### src/rtl/nexi_uart_tx.sv
// UART transmitter on the 16x bit-rate clock: start, 8 data bits LSB first,
// optional parity, 1 or 2 stop bits, with a one-byte holding register.
module nexi_uart_tx #(
  parameter int PARITY    = 0,
  parameter int STOP_BITS = 1
) (
  input  logic       clk_16x_bps,
  input  logic       rst_n,
  input  logic [7:0] data_in,
  input  logic       write_stb,
  output logic       ready,
  output logic       busy,
  output logic       tx_done,
  output logic       tx_pin
);

  localparam logic       PAR_EN    = (PARITY == 1) || (PARITY == 2);
  localparam logic       PAR_ODD   = (PARITY == 1);
  localparam logic [2:0] LAST_STOP = (STOP_BITS == 2) ? 3'd1 : 3'd0;

  typedef enum logic [2:0] {S_IDLE, S_START, S_DATA, S_PARITY, S_STOP} state_t;

  typedef struct packed {
    logic [7:0] shift;
    logic       par;
    logic [3:0] tick;
    logic [2:0] bcnt;
  } shf_t;

  state_t     state, state_nxt;
  shf_t       sh, sh_nxt;
  logic [7:0] hold, hold_nxt;
  logic       hold_full, hold_full_nxt;
  logic       tx_nxt;
  logic       bit_end;
  logic       load;

  assign bit_end = (sh.tick == 4'd15);
  assign ready   = ~hold_full;
  assign busy    = (state != S_IDLE);

  always_comb begin
    state_nxt     = state;
    sh_nxt        = sh;
    hold_nxt      = hold;
    hold_full_nxt = hold_full;
    tx_nxt        = tx_pin;
    load          = 1'b0;
    tx_done       = 1'b0;

    if (state != S_IDLE) sh_nxt.tick = sh.tick + 4'd1;

    // tx_nxt is the level of the *next* bit, so tx_pin only moves at bit boundaries
    case (state)
      S_IDLE: if (hold_full) load = 1'b1;
      S_START: if (bit_end) begin
        state_nxt   = S_DATA;
        sh_nxt.bcnt = 3'd0;
        tx_nxt      = sh.shift[0];
      end
      S_DATA: if (bit_end) begin
        sh_nxt.shift = {1'b0, sh.shift[7:1]};
        if (sh.bcnt == 3'd7) begin
          sh_nxt.bcnt = 3'd0;
          if (PAR_EN) begin
            state_nxt = S_PARITY;
            tx_nxt    = sh.par;
          end else begin
            state_nxt = S_STOP;
            tx_nxt    = 1'b1;
          end
        end else begin
          sh_nxt.bcnt = sh.bcnt + 3'd1;
          tx_nxt      = sh.shift[1];
        end
      end
      S_PARITY: if (bit_end) begin
        state_nxt   = S_STOP;
        sh_nxt.bcnt = 3'd0;
        tx_nxt      = 1'b1;
      end
      S_STOP: if (bit_end) begin
        if (sh.bcnt == LAST_STOP) begin
          tx_done = 1'b1;
          if (hold_full) load = 1'b1;
          else begin
            state_nxt = S_IDLE;
            tx_nxt    = 1'b1;
          end
        end else begin
          sh_nxt.bcnt = sh.bcnt + 3'd1;
        end
      end
      default: begin
        state_nxt = S_IDLE;
        tx_nxt    = 1'b1;
      end
    endcase

    // load needs hold_full, accept needs ~hold_full: never both in one cycle
    if (load) begin
      state_nxt     = S_START;
      sh_nxt.shift  = hold;
      sh_nxt.par    = PAR_ODD ? ~^hold : ^hold;
      sh_nxt.tick   = 4'd0;
      sh_nxt.bcnt   = 3'd0;
      hold_full_nxt = 1'b0;
      tx_nxt        = 1'b0;
    end

    if (write_stb && !hold_full) begin
      hold_nxt      = data_in;
      hold_full_nxt = 1'b1;
    end
  end

  always_ff @(posedge clk_16x_bps) begin
    if (!rst_n) begin
      state     <= S_IDLE;
      sh        <= '0;
      hold      <= '0;
      hold_full <= 1'b0;
      tx_pin    <= 1'b1;
    end else begin
      state     <= state_nxt;
      sh        <= sh_nxt;
      hold      <= hold_nxt;
      hold_full <= hold_full_nxt;
      tx_pin    <= tx_nxt;
    end
  end

endmodule

### config.mk
export PLATFORM = sky130hd
export DESIGN_NAME = nexi_uart_tx
export DESIGN_NICKNAME = d
export VERILOG_FILES = /design/src/rtl/nexi_uart_tx.sv
export SDC_FILE = /design/constraint.sdc
export NUM_CORES = 1
export LEC_CHECK = 0
export CORE_AREA = 2 2 40 79
export CTS_CLUSTER_SIZE = 20
export DETAILED_ROUTE_END_ITERATION = 12
export DIE_AREA = 0 0 42 81
export PLACE_DENSITY = 0.82
export SKIP_LAST_GASP = 1
export SYNTH_ARGS = -nofsm -noshare
export SYNTH_HDL_FRONTEND = slang
export SYNTH_SLANG_ARGS = --single-unit
### constraint.sdc
create_clock -name clk_16x_bps -period 1.6 [get_ports clk_16x_bps]
set_clock_uncertainty 0.05 [all_clocks]
set_input_delay 0.48 -clock clk_16x_bps [delete_from_list [all_inputs] [get_ports clk_16x_bps]]
set_output_delay 0.48 -clock clk_16x_bps [all_outputs]
set_load 0.03 [all_outputs]
==> results of run 1 <==
## final timing paths
kind / end / slack [ns] / cells after the start
max: tx_done / -0.20 / 5
min: sh[1] / 0.47 / 2
max reg2reg: sh[15] / -0.14 / 6
min reg2reg: sh[1] / 0.47 / 2
## state kept, by name, indices dropped and copies added (netlist names)
register	flops
state	3
tx_pin	1
hold_full	1
sh	15
hold	8
## area by class of cell
cell class | count | area share, %
Multi-Input combinational cell | 105 | 43.6
Sequential cell | 28 | 29.2
Timing Repair Buffer | 44 | 20.5
Clock buffer | 3 | 2.13
Tap cell | 30 | 1.93
Clock inverter | 1 | 1.55
Inverter | 6 | 1.16
## power groups by stage
stage	clock network (W)	registers [W]	logic, W
2_1_floorplan	0	0.000775	0.000129
3_3_place_gp	0	0.000772	0.000221
3_5_place_dp	0	0.000774	0.000230
4_1_cts	0.000563	0.000758	0.000259
5_1_grt	0.000594	0.000766	0.000320
6_report	0.000559	0.000762	0.000296
## per-layer routing
| layer | wire, um | vias to the layer above | track usage [%] |
|---|---|---|---|
| met5 | 0 | - | 0 |
| li1 | - | 601 | - |
| met1 | 1420 | 581 | 23.1 |
| met2 | 1860 | 27 | 38.9 |
| met3 | 103 | 13 | 3.78 |
| met4 | 139 | 0 | 14.8 |
## worst reg2reg max path: cells and delay by family, from the launching register on
kind,cells,cell delay (ns)
buffers and inverters,1,0.16
and+or+nand+nor,3,0.76
AOI/OAI and AO/OA,1,0.15
adders and majority gates,1,0.15
DFF,1,0.36
## layout by cell type (no fill, tap or decap), types with 3 or more instances in the layout
master / n
or4_4: 3
nor2_1: 10
dfxtp_2: 5
buf_6: 11
a21oi_2: 3
nor2b_1: 7
clkdlybuf4s50_1: 10
clkbuf_8: 3
dfxtp_1: 23
o21ai_0: 10
mux2i_1: 12
nand2_1: 4
buf_4: 22
inv_1: 3
inv_2: 3
a21oi_1: 9
## metrics by stage
| stage | total power, W | worst slack [ns] | cell area (um^2) | setup TNS (ns) | utilization [%] |
|---|---|---|---|---|---|
| after floorplan | 0.000904 | -0.0634 | 1370 | -0.176 | - |
| after global placement | 0.000993 | -0.304 | 1680 | -2.19 | 59.1 |
| after detailed placement | 0.00100 | -0.296 | 1680 | -2.67 | 59.1 |
| after CTS | 0.00158 | -0.199 | 1890 | -0.728 | 66.4 |
| after global routing | 0.00168 | -0.257 | 1940 | -2.13 | 68.4 |
| final | 0.00162 | -0.201 | 1940 | -1.11 | 68.4 |
## kinds of logic (layout without fill, tap and decap cells)
logic type               count (synthesis)  in the layout  share of synthesized area [%]
adder cells (fa/ha/maj)                  4              4                           3.78
XOR/XNOR                                 3              3                           1.98
multiplexers                            14             14                           10.7
buffers and inverters                   14             54                           4.91
flip-flops                              28             28                           42.3
AO/OA/AOI/OAI                           35             35                           16.1
AND/OR/NAND/NOR                         48             49                           20.2
## timing repair
| item | 4_1_cts | 5_1_grt |
|---|---|---|
| buffers inserted | 3 | 2 |
| gates cloned | 2 | 0 |
| setup endpoints to repair | 22 | 29 |
| pin swaps | 10 | 7 |
| gates resized for setup | 33 | 14 |
==> results.sh, run 1 <==
export IMPL_crit_chain="buf_6 > nor2_4 > nand2_2 > nor3_4 > buf_6"
export IMPL_worstReg2RegStart="sh[3]"
export IMPL_fillers=201
export IMPL_path_buf_inv=2
export IMPL_path_clk_slew_ns=0.09
export IMPL_syn_to_final_growth_pct=46.6
export IMPL_crit_path_start_kind="flop"
export IMPL_hold_start="sh[1]"
export IMPL_multi_input_area_um2=846
export IMPL_clk_latency_ns=0.28
export IMPL_drc=0
export IMPL_min_period_ns=1.80
export IMPL_outcome="finished, violations left"
export IMPL_globalplace_congestion=0.849
export IMPL_drt_iter0_markers=22
export IMPL_drive_gt1_share_pct=37.4
export IMPL_cts_made_buffers=3
export IMPL_synth_seq_cells=28
export IMPL_die_w_um=42
export IMPL_tightest_slew_ns=0.567
export IMPL_hold_buffers=0
export IMPL_syn_nets=161
export IMPL_failed_checks="negative setup slack"
export IMPL_whs_ns=0.471
export IMPL_io_pins=15
export IMPL_max_freq_mhz=555
export IMPL_coreArea_um2=2840
export IMPL_fin_ws_ns=-0.201
export IMPL_yosysUniqueCellTypes=40
export IMPL_synth_area_top_cells="dfxtp_1, mux2i_1, a21oi_1"
export IMPL_seqPwrFrac_pct=47.1
export IMPL_hold_viol=0
export IMPL_cpMaxStageDelayCell="dfxtp_2"
export IMPL_switching_power_w=0.000393
export IMPL_synth_edf_count=0
export IMPL_crit_top_cell="buf_6"
export IMPL_nets=203
export IMPL_path_class="reg -> out"
export IMPL_synthCells=146
export IMPL_ir_drop_mv=0.795
export IMPL_arrival_ns=1.27
export IMPL_yosysWarningCount=0
export IMPL_cts_tree="built"
export IMPL_combPwrFrac_pct=18.3
export IMPL_grt_pass1_vias=1239
export IMPL_avgSynthCellArea_um2=9.08
export IMPL_viasPerCell=5.63
export IMPL_ys_flop_type="dfxtp_1"
export IMPL_grt_start_max_net_pins=21
export IMPL_wirelength_um=3520
export IMPL_yosysMostFrequentCell="dfxtp_1"
export IMPL_clkSinkCount=28
export IMPL_worstSetupStartpoint="state[0]"
export IMPL_rsz0062_at_grt="yes"
export IMPL_die_area_um2=3400
export IMPL_cp_max_fo=10
export IMPL_grt_pass1_wl_um=5620
export IMPL_drtAntennaViolNets=0
export IMPL_p_leak_nw=0.779
export IMPL_finalNonFillerCells=217
export IMPL_rows=28
export IMPL_cpPeakStageDelay_ns=0.34
export IMPL_firstDrtPassIters=4
export IMPL_relSlewSlack_pct=61.7
export IMPL_synth_commonest_cells="dfxtp_1, mux2i_1, a21oi_1, nor2_1, o21ai_0"
export IMPL_grt_ovfl_total=0
export IMPL_finalMaxSlewViolations=0
export IMPL_switching_share_pct=24.3
export IMPL_dpl_hpwl_um=2060
export IMPL_cts_max_level=1
export IMPL_vias=1222
export IMPL_syn_area_um2=1330
export IMPL_synth_seq_area_share_pct=42.3
export IMPL_fin_crit_sh_pct=113
export IMPL_synthArstFlopShare_pct=0
export IMPL_seqCellArea_um2=567
export IMPL_hold_class="reg -> reg"
export IMPL_yosysTopAreaCell="dfxtp_1"
export IMPL_antenna_found_initial=0
export IMPL_p_int_w=0.00122
export IMPL_ctsRootBufferMaster="clkbuf_8"
export IMPL_io_buffer_count=14
export IMPL_setup_viol=18
export IMPL_grt_usage_pct=21.9
export IMPL_required_ns=1.07
export IMPL_drv_cap=0
export IMPL_dp_cells=206
export IMPL_start_util_pct=46.7
export IMPL_antenna_cells=0
export IMPL_die_h_um=81
export IMPL_power_frac_clock_pct=34.6
export IMPL_routedWlPerCell_um=16.2
export IMPL_synth_top_cell_area_share_pct=42.3
export IMPL_power_density_nw_per_um2=832
export IMPL_worstSetupEndpointType="output port"
export IMPL_path_delay_family="simple AND/OR/NAND/NOR gates"
export IMPL_clock_path_buffers=2
Power figures use the tool's default switching activity.
==> inputs of run 2 (changes only) <==
CELL_PAD_IN_SITES_DETAIL_PLACEMENT = 2   (was unset)
CELL_PAD_IN_SITES_GLOBAL_PLACEMENT = 2   (was unset)
CORE_AREA = 2 2 50 99   (was 2 2 40 79)
DIE_AREA = 0 0 52 101   (was 0 0 42 81)
SKIP_CTS_REPAIR_TIMING = 1   (was unset)
==> run 2 against run 1 <==
  * The flow still finishes with violations (negative setup slack)
  * Maximum frequency decreased by 3.5%
  * Cell area increased by 4.5%
  * Core utilization decreased by 23 points
  * Sequential share of layout area decreased by 1.3 points
  * Final cell count increased by 12%
  * Power increased by 2.1%
  * Flip-flop and latch count unchanged
  * Largest cell class unchanged
  * Largest power group unchanged
==> results.sh, run 2 (synthesis results as in run 1) <==
export IMPL_drv_cap=0
export IMPL_multi_input_area_um2=881
export IMPL_reg_largest_list="sh x15, hold x8, state x3"
export IMPL_path_delay_family="simple AND/OR/NAND/NOR gates"
export IMPL_seqCellArea_um2=566
export IMPL_placed_cell_area_um2=1700
export IMPL_failed_checks="negative setup slack"
export IMPL_p_int_w=0.00123
export IMPL_path_clk_slew_ns=0.10
export IMPL_seqPwrFrac_pct=46.2
export IMPL_coreArea_um2=4510
export IMPL_final_cell_mix="buf_4, dfxtp_1, mux2i_1, clkdlybuf4s50_1, buf_6"
export IMPL_final_common_cell="buf_4"
export IMPL_grt_pass1_wl_um=6490
export IMPL_drc=0
export IMPL_r2r_end="sh[10]"
export IMPL_worstReg2RegStart="sh[3]"
export IMPL_largest_reg_flops=15
export IMPL_syn_to_final_growth_pct=53.2
export IMPL_cts_made_buffers=3
export IMPL_combPwrFrac_pct=19.6
export IMPL_cts_max_level=1
export IMPL_grt_ovfl_total=0
export IMPL_cp_max_fo=2
export IMPL_power_frac_clock_pct=34.2
export IMPL_die_w_um=52
export IMPL_drtAntennaViolNets=0
export IMPL_required_ns=1.07
export IMPL_rows=35
export IMPL_viasPerCell=5.05
export IMPL_io_pins=15
export IMPL_io_buffer_count=14
export IMPL_clock_path_buffers=2
export IMPL_rsz0062_at_grt="yes"
export IMPL_fin_ws_ns=-0.267
export IMPL_clk_latency_ns=0.28
export IMPL_max_freq_mhz=536
export IMPL_antenna_cells=0
export IMPL_nets=205
export IMPL_globalplace_congestion=0.769
export IMPL_start_util_pct=29.4
export IMPL_min_period_ns=1.87
export IMPL_switching_share_pct=25.5
export IMPL_switching_power_w=0.000421
export IMPL_firstDrtPassIters=4
export IMPL_drt_iter0_markers=10
export IMPL_clkSinkCount=28
export IMPL_die_area_um2=5250
export IMPL_grt_pass1_vias=1348
export IMPL_crit_chain="or3_2 > dlymetal6s2s_1"
export IMPL_path_class="reg -> out"
export IMPL_hold_start="hold[1]"
export IMPL_vias=1232
export IMPL_crit_path_start_kind="flop"
export IMPL_cts_tree="built"
export IMPL_fin_area_um2=2030
export IMPL_grt_start_max_net_pins=19
export IMPL_hold_class="reg -> reg"
export IMPL_tns_ns=-2.96
export IMPL_routedWlPerCell_um=18.8
export IMPL_hold_viol=0
export IMPL_ir_drop_mv=0.434
export IMPL_ctsRootBufferMaster="clkbuf_8"
export IMPL_antenna_found_initial=0
export IMPL_die_h_um=101
export IMPL_setup_viol=22
export IMPL_p_leak_nw=0.815
export IMPL_holdPathStages=2
export IMPL_dpl_hpwl_um=2820
export IMPL_cpMaxStageDelayCell="or3_2"
export IMPL_whs_ns=0.484
export IMPL_power_density_nw_per_um2=813
export IMPL_path_buf_inv=1
export IMPL_outcome="finished, violations left"
export IMPL_rr_worst_depth=8
export IMPL_worstSetupEndpointType="output port"
export IMPL_fin_crit_sh_pct=117
export IMPL_fillers=483
export IMPL_finalMaxSlewViolations=0
export IMPL_grt_usage_pct=16.4
export IMPL_ff2ff_setup_slack_ns=-0.20
export IMPL_arrival_ns=1.34
export IMPL_drive_gt1_share_pct=40.7
export IMPL_largest_register="sh"
export IMPL_wirelength_um=4580
export IMPL_min_to="sh[9]"
export IMPL_cpPeakStageDelay_ns=0.48
export IMPL_relSlewSlack_pct=65.4
export IMPL_tightest_slew_ns=0.519
[run 2: changes by cell type in the layout (fill, tap and decap cells not counted), sizes merged]
cell and delta:
dlymetal6s2s +3, buf +1, clkdlybuf4s50 -1, dlygate4sd2 -1
nand2 +1, or4 -1
[run 2: worst min-delay path: cells and delay by family (launching register included)]
family	cells	cell delay, ns
AOI/OAI and AO/OA	2	0.17
DFF	1	0.34
[run 2: metrics by stage]
stage                     total power [W]  instances  setup WS (ns)  utilization [%]
final                             0.00165        244         -0.267             45.0
after global routing              0.00173        244         -0.327             45.0
after CTS                         0.00159        234         -0.635             39.3
after detailed placement          0.00102        230         -0.315             37.7
after global placement            0.00100        230         -0.303             37.7
after floorplan                  0.000904        146        -0.0634                -
[run 2: worst max path at each step]
stage	start	end	slack (ns)	depth (start not counted)
2_1_floorplan	sh[4]	sh[15]	-0.06	6
3_3_place_gp	state[2]	busy	-0.30	2
3_5_place_dp	state[2]	busy	-0.31	2
4_1_cts	state[2]	busy	-0.63	2
5_1_grt	state[1]	tx_done	-0.33	5
6_report	state[2]	busy	-0.27	2
[run 2: layer usage]
| layer | global-route usage [%] | part of all wire [%] | vias up |
|---|---|---|---|
| met4 | 3.04 | 0.37 | 0 |
| met5 | 0 | 0 | - |
| met3 | 2.23 | 1.6 | 4 |
| li1 | - | - | 599 |
| met2 | 31.5 | 58 | 14 |
| met1 | 18.2 | 40 | 615 |
[run 2: final cells by class]
cell class / count / area share (%)
Multi-Input combinational cell: 105 / 43.4
Sequential cell: 28 / 27.9
Timing Repair Buffer: 46 / 20.7
Tap cell: 55 / 3.39
Clock buffer: 3 / 2.03
Clock inverter: 1 / 1.48
Inverter: 6 / 1.11
[run 2: power groups by stage]
stage | clock (W) | combinational [W] | sequential (W)
2_1_floorplan | 0 | 0.000129 | 0.000775
3_3_place_gp | 0 | 0.000227 | 0.000773
3_5_place_dp | 0 | 0.000242 | 0.000775
4_1_cts | 0.000582 | 0.000247 | 0.000760
5_1_grt | 0.000605 | 0.000352 | 0.000768
6_report | 0.000563 | 0.000323 | 0.000763
==> inputs of run 3 (changes only) <==
CORE_AREA = 2 2 63 80   (was 2 2 50 99)
DIE_AREA = 0 0 65 82   (was 0 0 52 101)
PLACE_DENSITY = 0.81   (was 0.82)
==> run 3 against run 2 <==
  * The run still ends with negative setup slack left
  * Sequential share of layout area rose by 0.61 points
  * Worst hold slack got worse by 0.0020 ns
  * Critical path type unchanged
  * Clock power fell by 20%
  * Flip-flop and latch count did not move
  * Register-to-register slack improved by 0.02 ns
  * Sequential power barely moved
  * Largest power group unchanged
==> results.sh, run 3 (synthesis results as in run 1) <==
export IMPL_outcome="finished, violations left"
export IMPL_failed_checks="negative setup slack"
export IMPL_path_clk_slew_ns=0.10
export IMPL_nets=199
export IMPL_io_buffer_count=14
export IMPL_p_leak_nw=0.773
export IMPL_die_h_um=82
export IMPL_drive_gt1_share_pct=39.3
export IMPL_tightest_slew_ns=0.328
export IMPL_largest_register="sh"
export IMPL_io_pins=15
export IMPL_cts_tree="built"
export IMPL_crit_chain="or3_2 > clkbuf_2"
export IMPL_coreArea_um2=4590
export IMPL_worstSetupStartpoint="state[2]"
export IMPL_dpl_hpwl_um=3250
export IMPL_clk_latency_ns=0.28
export IMPL_start_util_pct=28.9
export IMPL_grt_usage_pct=17.1
export IMPL_drc=0
export IMPL_cpPeakStageDelay_ns=0.49
export IMPL_cts_made_buffers=3
export IMPL_crit_path_start_kind="flop"
export IMPL_final_common_cell="dfxtp_1"
export IMPL_min_period_ns=1.83
export IMPL_antenna_cells=0
export IMPL_worstSetupEndpointType="output port"
export IMPL_firstDrtPassIters=2
export IMPL_clock_path_buffers=2
export IMPL_clkSinkCount=28
export IMPL_max_freq_mhz=547
export IMPL_rows=28
export IMPL_path_class="reg -> out"
export IMPL_cts_max_level=1
export IMPL_dp_slack_ns=-0.333
export IMPL_setup_viol=12
export IMPL_syn_to_final_growth_pct=50.2
export IMPL_cp_max_fo=2
export IMPL_grt_pass1_wl_um=6810
export IMPL_power_total_w=0.00149
export IMPL_rsz0062_at_grt="yes"
export IMPL_die_w_um=65
export IMPL_drtAntennaViolNets=0
export IMPL_drv_cap=0
export IMPL_cpMaxStageDelayCell="or3_2"
export IMPL_ir_drop_mv=0.372
export IMPL_wirelength_um=4790
export IMPL_vias=1228
export IMPL_ff2ff_setup_slack_ns=-0.18
export IMPL_die_area_um2=5330
export IMPL_fillers=489
export IMPL_fin_crit_sh_pct=114
export IMPL_drt_iter0_markers=27
export IMPL_grt_ovfl_total=0
export IMPL_arrival_ns=1.30
export IMPL_finalMaxSlewViolations=0
export IMPL_reg_largest_list="sh x15, hold x8, state x3"
export IMPL_required_ns=1.07
export IMPL_power_density_nw_per_um2=746
export IMPL_antenna_found_initial=0
export IMPL_routedWlPerCell_um=19.7
export IMPL_grt_pass1_vias=1393
export IMPL_viasPerCell=5.05
export IMPL_ctsRootBufferMaster="clkbuf_8"
export IMPL_grt_start_max_net_pins=19
export IMPL_final_cell_mix="dfxtp_1, buf_4, mux2i_1, a21oi_1"
export IMPL_critical_path_endpoint="busy"
export IMPL_worstReg2RegStart="sh[3]"
export IMPL_relSlewSlack_pct=78.1
export IMPL_largest_reg_flops=15
export IMPL_hold_class="reg -> reg"
export IMPL_utilization_pct=43.4
export IMPL_globalplace_congestion=0.889
export IMPL_rr_worst_depth=7
export IMPL_r2r_end="sh[11]"
export IMPL_fin_ws_ns=-0.228
export IMPL_hold_viol=0
==> run 3: cell types whose count changed in the layout (fill, tap and decap cells not counted), sizes merged <==
cell           delta
buf               -5
clkbuf            +2
dlymetal6s2s      -2
bufinv            -1
clkdlybuf4s50     +1
nand2             -1
==> run 3: area by class of cell <==
type,instances,area [um^2],share of cell area [%]
tap,60,75.1,3.77
inverter,6,22.5,1.13
clock buffer,4,55.1,2.77
sequential,28,567,28.5
timing repair buffer,41,392,19.7
multi-input combinational,104,880,44.2
==> run 3: how the worst min path moves through the flow <==
stage	start	endpoint	slack, ns	depth (start not counted)
floorplan	sh[12]	sh[12]	0.42	2
global placement	sh[12]	sh[12]	0.43	2
detailed placement	sh[2]	sh[2]	0.46	2
CTS	sh[2]	sh[2]	0.48	2
global route	hold[6]	hold[6]	0.51	2
finish	sh[1]	sh[1]	0.48	2
==> run 3: per-layer routing <==
metal | vias to the layer above | GRT usage [%] | wire, um
met4 | 0 | 8.72 | 59
met2 | 16 | 33.6 | 2890
met5 | - | 0 | 0
met3 | 7 | 2.88 | 89
li1 | 588 | - | -
met1 | 617 | 16.9 | 1760
==> run 3: critical path, delay by kind of cell, from the launching register on <==
kind / cells / cell delay [ns]
buffers and inverters: 1 / 0.20
DFF: 1 / 0.33
and+or+nand+nor: 1 / 0.49
==> run 3: power by group <==
part / switching [W] / internal [W] / leakage [nW] / total, W
clock: 0.000227 / 0.000221 / 0.0288 / 0.000448
combinational: 0.000145 / 0.000132 / 0.513 / 0.000276
sequential: 0.0000250 / 0.000736 / 0.231 / 0.000761
total: 0.000397 / 0.00109 / 0.773 / 0.00149
==> run 3: through the flow <==
stage | setup TNS (ns) | area, um^2 | hold WS [ns] | instances
after floorplan | -0.176 | 1370 | 0.416 | 146
after global placement | -1.97 | 1760 | 0.426 | 237
after detailed placement | -4.86 | 1760 | 0.460 | 237
after CTS | -4.25 | 1810 | 0.478 | 241
after global routing | -2.33 | 1990 | 0.508 | 243
final | -1.57 | 1990 | 0.482 | 243
